[src/rtl/pc_stack_unit.sv]
// pc_stack_unit: program counter with load, increment, relative branch and a return-address stack.
// State advances on the falling edge of Clock; Resetn is an asynchronous active-high reset.
module pc_stack_unit #(
    parameter int WIDTH = 16,
    parameter int DEPTH = 4,
    parameter logic [WIDTH-1:0] RESET_ADDR = '0
) (
    input  logic                       Clock,
    input  logic                       Resetn,
    input  logic [WIDTH-1:0]           R,
    input  logic                       Rin,
    input  logic                       IncrPc,
    input  logic                       BrRel,
    input  logic                       Call,
    input  logic                       Ret,
    output logic [WIDTH-1:0]           Q,
    output logic [$clog2(DEPTH+1)-1:0] Depth,
    output logic                       Empty,
    output logic                       Full,
    output logic                       Overflow,
    output logic                       Underflow
);
    localparam int DW = $clog2(DEPTH+1);
    localparam int AW = $clog2(DEPTH);

    logic [WIDTH-1:0] stack [DEPTH];
    logic [WIDTH-1:0] q_inc;
    logic [DW-1:0]    depth_dec;
    logic             push;

    assign q_inc     = Q + WIDTH'(1);
    assign depth_dec = Depth - DW'(1);
    assign Empty     = Depth == '0;
    assign Full      = Depth == DW'(DEPTH);
    // Ret outranks Call, so a simultaneous Call never pushes
    assign push      = !Ret && Call && !Full;

    always_ff @(negedge Clock) begin
        if (push) stack[Depth[AW-1:0]] <= q_inc;
    end

    always_ff @(negedge Clock or posedge Resetn) begin
        if (Resetn) begin
            Q         <= RESET_ADDR;
            Depth     <= '0;
            Overflow  <= 1'b0;
            Underflow <= 1'b0;
        end else if (Ret) begin
            if (Empty) begin
                Underflow <= 1'b1;
            end else begin
                Q     <= stack[depth_dec[AW-1:0]];
                Depth <= depth_dec;
            end
        end else if (Call) begin
            Q <= R;
            if (Full) Overflow <= 1'b1;
            else Depth <= Depth + DW'(1);
        end else if (Rin) begin
            Q <= R;
        end else if (BrRel) begin
            Q <= q_inc + R;
        end else if (IncrPc) begin
            Q <= q_inc;
        end
    end
endmodule

[config.mk]
export PLATFORM = sky130hd
export DESIGN_NAME = pc_stack_unit
export DESIGN_NICKNAME = d
export VERILOG_FILES = /design/src/rtl/pc_stack_unit.sv
export SDC_FILE = /design/constraint.sdc
export NUM_CORES = 1
export LEC_CHECK = 0
export BUFFER_PORTS_ARGS = -buffer_cell sky130_fd_sc_hd__buf_2
export CORE_MARGIN = 4
export CORE_UTILIZATION = 60
export DETAILED_ROUTE_END_ITERATION = 6
export PLACE_DENSITY = 0.81
export SETUP_SLACK_MARGIN = 0.2
export SLEW_MARGIN = 40
export SYNTH_ARGS = -nofsm -noshare
export SYNTH_HDL_FRONTEND = slang
export SYNTH_SLANG_ARGS = --single-unit
[constraint.sdc]
create_clock -name Clock -period 5.8 [get_ports Clock]
set_input_delay 0.58 -clock Clock [delete_from_list [all_inputs] [get_ports Clock]]
set_output_delay 0.58 -clock Clock [all_outputs]
set_load 0.1 [all_outputs]
==> results of run 1 <==
==> cells by family (layout without fill, tap and decap cells) <==
group / count (synthesis) / in the layout / synth area share [%]
AO/OA/AOI/OAI: 98 / 98 / 13.49
XOR/XNOR: 24 / 24 / 4.549
adder cells (fa/ha/maj): 27 / 27 / 7.216
buffers and inverters: 34 / 148 / 2.850
flip-flops: 85 / 85 / 51.14
multiplexers: 23 / 23 / 9.020
AND/OR/NAND/NOR: 110 / 110 / 11.74
==> placed cells by master (no fill, tap or decap), drive strengths merged, types with 2 or more instances in the layout <==
cell type / count
a211o: 2
a21o: 2
and4: 2
and2: 7
nand4: 9
nand3: 14
nor2: 27
and3: 6
a21oi: 33
clkbuf: 10
o221a: 2
o21a: 3
edfxtp: 64
a31o: 3
mux4: 16
a211oi: 7
o31a: 3
nor3: 5
buf: 55
dfrtn: 21
a221oi: 2
o211ai: 6
o31ai: 3
o21ai: 16
mux2i: 6
o21bai: 2
a31oi: 5
xor2: 9
a22oi: 2
a221o: 2
ha: 26
xnor2: 15
nand2b: 4
clkinv: 2
inv: 79
nand2: 30
==> critical path: stages <==
cell                       delay [ns]
sky130_fd_sc_hd__buf_2           0.11
sky130_fd_sc_hd__ha_1            0.22
sky130_fd_sc_hd__fa_1            0.42
sky130_fd_sc_hd__a21oi_2         0.22
sky130_fd_sc_hd__o211ai_1        0.20
sky130_fd_sc_hd__a31oi_1         0.25
sky130_fd_sc_hd__xnor2_1         0.12
sky130_fd_sc_hd__a222oi_1        0.35
sky130_fd_sc_hd__o211ai_1        0.13
==> stage by stage <==
step	worst slack, ns	std cells	hold slack [ns]	util [%]	area (sq um)
6_report	0.4682	617	0.4135	72.31	5588
2_1_floorplan	0.2470	401	0.5741	-	4823
4_1_cts	0.4170	617	0.4159	72.23	5582
3_3_place_gp	0.2421	538	0.4076	66.77	5160
5_1_grt	0.2634	617	0.4231	72.31	5588
3_5_place_dp	0.08136	538	0.4143	66.77	5160
==> routing by layer <==
| layer | wire [um] | global-route usage (%) | up-vias |
|---|---|---|---|
| li1 | - | - | 1746 |
| met1 | 5052 | 38.31 | 1861 |
| met2 | 5724 | 42.62 | 266 |
| met3 | 1286 | 5.384 | 25 |
| met4 | 277 | 9.159 | 0 |
| met5 | 0 | 0 | - |
==> what timing repair did <==
item / in CTS / in global routing
endpoints found under the hold margin: 0 / 0
setup endpoints to repair: 0 / 1
gates resized for setup: 0 / 1
==> path summary, 6_finish.rpt <==
path | from | to | slack, ns | cells past startpoint
min in group asynchronous | Resetn | Depth[1]$_DFFE_NP0P_ | 3.06 | 2
hold / removal | Overflow$_DFFE_NP0P_ | Overflow$_DFFE_NP0P_ | 0.41 | 1
setup / recovery | R[0] | Q[8]$_DFFE_NP0P_ | 0.47 | 9
max in group asynchronous | Resetn | Q[6]$_DFFE_NP0P_ | 2.33 | 2
setup reg to reg | Q[2]$_DFFE_NP0P_ | Q[15]$_DFFE_NP0P_ | 2.08 | 10
hold reg to reg | Overflow$_DFFE_NP0P_ | Overflow$_DFFE_NP0P_ | 0.41 | 1
==> sequential cells by signal (all words and copies together), names as in the netlist <==
register	cells
stack	64
Overflow	1
Underflow	1
Depth	3
Q	16
==> layout make-up <==
cell class	count	area (sq um)	area share, %
tap	102	127.6	2.284
inverter	13	48.80	0.8733
timing repair buffer	55	300.3	5.374
multi-input combinational	282	2238	40.06
clock inverter	70	297.8	5.329
sequential	85	2447	43.80
clock buffer	10	127.6	2.284
==> parameters.txt, run 1 <==
Parameter                              Value

Drt
  Average wire per standard cell    20.00 um
  Initial drt markers    411
  Length of the first detailed-routing pass in iterations    7
  Remaining antenna violation count    0
  Total number of vias    3898
  Total Routed Length    12340 um
  DR DRC count    2
  Via count normalized by instance count    6.318

Die
  Y dimension of the die    97.31 um
  Std-Cell Rows    32
  Starting density of the core    61.93%
  Top-level I/O count    46
  CORE AREA    0.007727 sq mm
  Horizontal die dimension    97.31 um
  Area enclosed by the die boundary    0.009469 sq mm

Place
  Final GP Congestion    0.9179
  # port buffers    45
  Post-DP HPWL    8389 um

Timing
  Setup TNS    0 ns
  Total setup violations reported at the end of the flow    0
  Post-Route Skew    0.07575 ns
  Final hold violations    0
  Tightest Pin Transition    0.6933 ns
  Relative max-transition margin    53.63%
  Final-report max-slew violation count    0
  Unrepaired setup endpoints after global routing    false

Yosys
  Area fraction of the dominant cell type after synthesis    40.16%
  Average instance area after synthesis    11.93 sq um
  Most used flip-flop cell after synthesis    sky130_fd_sc_hd__edfxtp_1
  Cell area after synthesis    0.004786 sq mm
  Top cell types by occurrence after synthesis    sky130_fd_sc_hd__edfxtp_1, sky130_fd_sc_hd__a21oi_1, sky130_fd_sc_hd__nand2_1
  Proportion of synthesized flip-flops having asynchronous set or reset    24.71%
  Distinct cells, synth    58
  Top-count cell post-synth    sky130_fd_sc_hd__edfxtp_1
  Seq cells post-synth    85
  EDFF count, synth    64
  Biggest area consumer among synthesized cells    sky130_fd_sc_hd__edfxtp_1
  Most area-consuming cells after synthesis    sky130_fd_sc_hd__edfxtp_1, sky130_fd_sc_hd__dfrtn_1, sky130_fd_sc_hd__mux4_2, sky130_fd_sc_hd__ha_1, sky130_fd_sc_hd__a21oi_1
  Yosys warns    0
  Sequential element share of the synthesized area    51.14%
  Mapped Nets    451
  Number of instances in the synthesized netlist    401

Clock network
  Post-CTS Hold Fix Bufs    0
  Maximum count of clock buffers along a single path    2
  Number of clock sinks    85
  Clock-pin transition on the worst setup and hold timing paths    0.07 ns
  Root Buffer Master    sky130_fd_sc_hd__clkbuf_8
  Clock network latency to the later pin of the worst-skew pair    0.41 ns
  Number of buffers added by the clock tree synthesis step    9
  H-tree depth    3
  Buffers inserted during post-CTS setup optimization    0
  Clock tree from TritonCTS    yes

Setup path
  WP data arrival    2.61 ns
  Category of the worst setup path launch point    input port
  Max FO, Critical Path    3
  Critical path data required time    3.07 ns
  Critical Setup Path Class    in -> reg
  Kind of capture point of the worst setup path    flop

Global route
  Sum of overflow across all layers after global routing    0
  Overall fraction of global-route tracks in use    27.19%
  Number of global-route vias before repair    3864
  Initial antenna violation count    0
  Global-route wire length before repair    20270 um
  Largest net degree at the start of global routing    25

Outcome
  Violated checks    design-rule violations
  Outcome    finished, violations left

Layout
  Final net count    560
  Filler Cell Count    551
  Antenna diodes    0
  Fraction of layout cells with a size suffix above 1    20.00%
  Area Overhead vs Synth    16.76%

Job
  Reported max-cap violation count    0

Hold path
  Worst hold-check path type    reg -> reg
Power of run 1 is not shown: default switching activity piles up to over one toggle a cycle in this logic, so the estimate is an artifact.
==> run 2: changes to the inputs <==
CAP_MARGIN = 10   (was not set)
CORE_UTILIZATION = 35   (was 60)
PLACE_DENSITY = not set   (was 0.81)
==> run 2 against run 1 <==
Compared with the run above: the flow now finishes without violations; final area rose by 5.4%; sequential share of layout area shrank 2.2 points; register-to-register slack better by 0.11 ns; final cell count up 13%; critical path depth unchanged; global-route usage decreased by 10 points; clock skew down 0.013 ns; worst hold slack worse by 0.0028 ns; die area is 65% higher; first-iteration DRC count decreased by 15%; critical path type unchanged.
==> parameters.txt, run 2 (synthesis results as in run 1) <==
Parameter                              Value

Drt
  Via count normalized by instance count    5.384
  Total number of vias    3747
  Initial drt markers    349
  DR DRC count    0
  Average wire per standard cell    18.29 um
  Total Routed Length    12730 um
  Length of the first detailed-routing pass in iterations    5
  Remaining antenna violation count    0

Layout
  Fraction of layout cells with a size suffix above 1    20.77%
  Share of the core filled with cells    44.28%
  Post-route cell area    0.005887 sq mm
  Area Overhead vs Synth    23.01%
  Most common cell after layout, fill and taps aside    sky130_fd_sc_hd__inv_1
  Final net count    565
  Antenna diodes    0
  Flip-flop count of the largest register after layout    64
  Highest-count cells in the layout ignoring fill and taps    sky130_fd_sc_hd__inv_1, sky130_fd_sc_hd__edfxtp_1, sky130_fd_sc_hd__buf_2

Die
  Area enclosed by the die boundary    0.01561 sq mm
  CORE AREA    0.01330 sq mm
  Starting density of the core    36.00%
  Horizontal die dimension    124.9 um
  Top-level I/O count    46
  Y dimension of the die    124.9 um
  Std-Cell Rows    42

Clock network
  Post-CTS Hold Fix Bufs    0
  Clock network latency to the later pin of the worst-skew pair    0.41 ns
  Buffers inserted during post-CTS setup optimization    0
  Clock tree from TritonCTS    yes
  Number of clock sinks    85
  Number of resized instances in the post-cts repair step    0
  Root Buffer Master    sky130_fd_sc_hd__clkbuf_16
  H-tree depth    3
  Number of buffers added by the clock tree synthesis step    9
  Clock-pin transition on the worst setup and hold timing paths    0.05 ns
  Maximum count of clock buffers along a single path    2

Setup path
  Depth of the worst register-to-register path    10
  Critical path data required time    3.10 ns
  Kind of capture point of the worst setup path    flop
  Critical Setup Path Class    in -> reg
  Category of the worst setup path launch point    input port
  WP data arrival    2.58 ns
  Reg2Reg Launch Point    Q[2]$_DFFE_NP0P_
  CP startpoint    R[0]
  Max FO, Critical Path    3

Power
  VDD IR-drop max    0.3269 mV
  Ratio of total power to cell area    657.3 mW/mm^2
  Leak Pwr    2.517 nW

Global route
  Initial antenna violation count    0
  Overall fraction of global-route tracks in use    16.70%
  Number of global-route vias before repair    3841
  Sum of overflow across all layers after global routing    0
  Global-route wire length before repair    20490 um
  Largest net degree at the start of global routing    25

Timing
  Setup TNS    0 ns
  Final hold violations    0
  Post-Route Skew    0.06268 ns
  Unrepaired setup endpoints after global routing    false
  Relative max-transition margin    55.79%
  Tightest Pin Transition    0.6584 ns
  Total setup violations reported at the end of the flow    0
  Final-report max-slew violation count    0

Hold path
  Min-Delay Startpoint    Overflow$_DFFE_NP0P_
  Worst hold-check path type    reg -> reg
  Depth of the worst hold-timing path    1

Job
  Reported max-cap violation count    0

Place
  Area post-placement    0.005298 sq mm
  Post-DP HPWL    9062 um
  # port buffers    45
  Final GP Congestion    0.9103

Outcome
  Outcome    finished, final reports clean
run 2: per-stage QoR:
stage | setup slack (ns) | hold WS (ns) | cells | power [mW]
after floorplan | 0.2470 | 0.5741 | 401 | 2.671
after global placement | 0.2255 | 0.4063 | 616 | 3.055
after detailed placement | 0.2082 | 0.4146 | 617 | 3.106
after CTS | 0.5241 | 0.4145 | 696 | 3.903
after global routing | 0.3829 | 0.4419 | 696 | 4.135
final | 0.5189 | 0.4106 | 696 | 3.869
run 2: final timing paths:
| path | to | slack (ns) |
|---|---|---|
| worst max-delay path | Q[10]$_DFFE_NP0P_ | 0.52 |
| worst min register to register | Overflow$_DFFE_NP0P_ | 0.41 |
| min in group asynchronous | Depth[0]$_DFFE_NP0P_ | 3.07 |
| worst min-delay path | Overflow$_DFFE_NP0P_ | 0.41 |
| worst max register to register | Q[15]$_DFFE_NP0P_ | 2.19 |
| max in group asynchronous | Q[8]$_DFFE_NP0P_ | 2.32 |
run 2: area by class of cell:
cell class | count | area [sq um]
sequential | 85 | 2447
clock inverter | 70 | 342.8
inverter | 13 | 48.80
clock buffer | 10 | 250.2
multi-input combinational | 282 | 2232
tap | 176 | 220.2
fill | 1303 | 7408
timing repair buffer | 60 | 345.3
run 2: routing by layer:
| layer | GRT usage (%) | vias to the layer above | routed length (um) |
|---|---|---|---|
| li1 | - | 1755 | - |
| met5 | 0 | - | 0 |
| met1 | 22.39 | 1847 | 5810 |
| met3 | 3.966 | 17 | 719 |
| met2 | 26.65 | 128 | 5973 |
| met4 | 5.931 | 0 | 228 |
run 2: critical path, stage by stage:
cell and delay, ns:
sky130_fd_sc_hd__buf_2 0.11, sky130_fd_sc_hd__ha_1 0.23, sky130_fd_sc_hd__fa_1 0.41, sky130_fd_sc_hd__a21oi_1 0.24
sky130_fd_sc_hd__o211ai_1 0.22, sky130_fd_sc_hd__a21oi_1 0.22, sky130_fd_sc_hd__mux2i_1 0.21, sky130_fd_sc_hd__a21oi_1 0.09
sky130_fd_sc_hd__mux2_2 0.27
run 2: report_power, final:
group	total (mW)	internal (mW)	switching (mW)
Combinational	2.00	0.633	1.37
Sequential	1.03	0.886	0.146
Clock	0.838	0.473	0.365
Power figures use the tool's default switching activity.
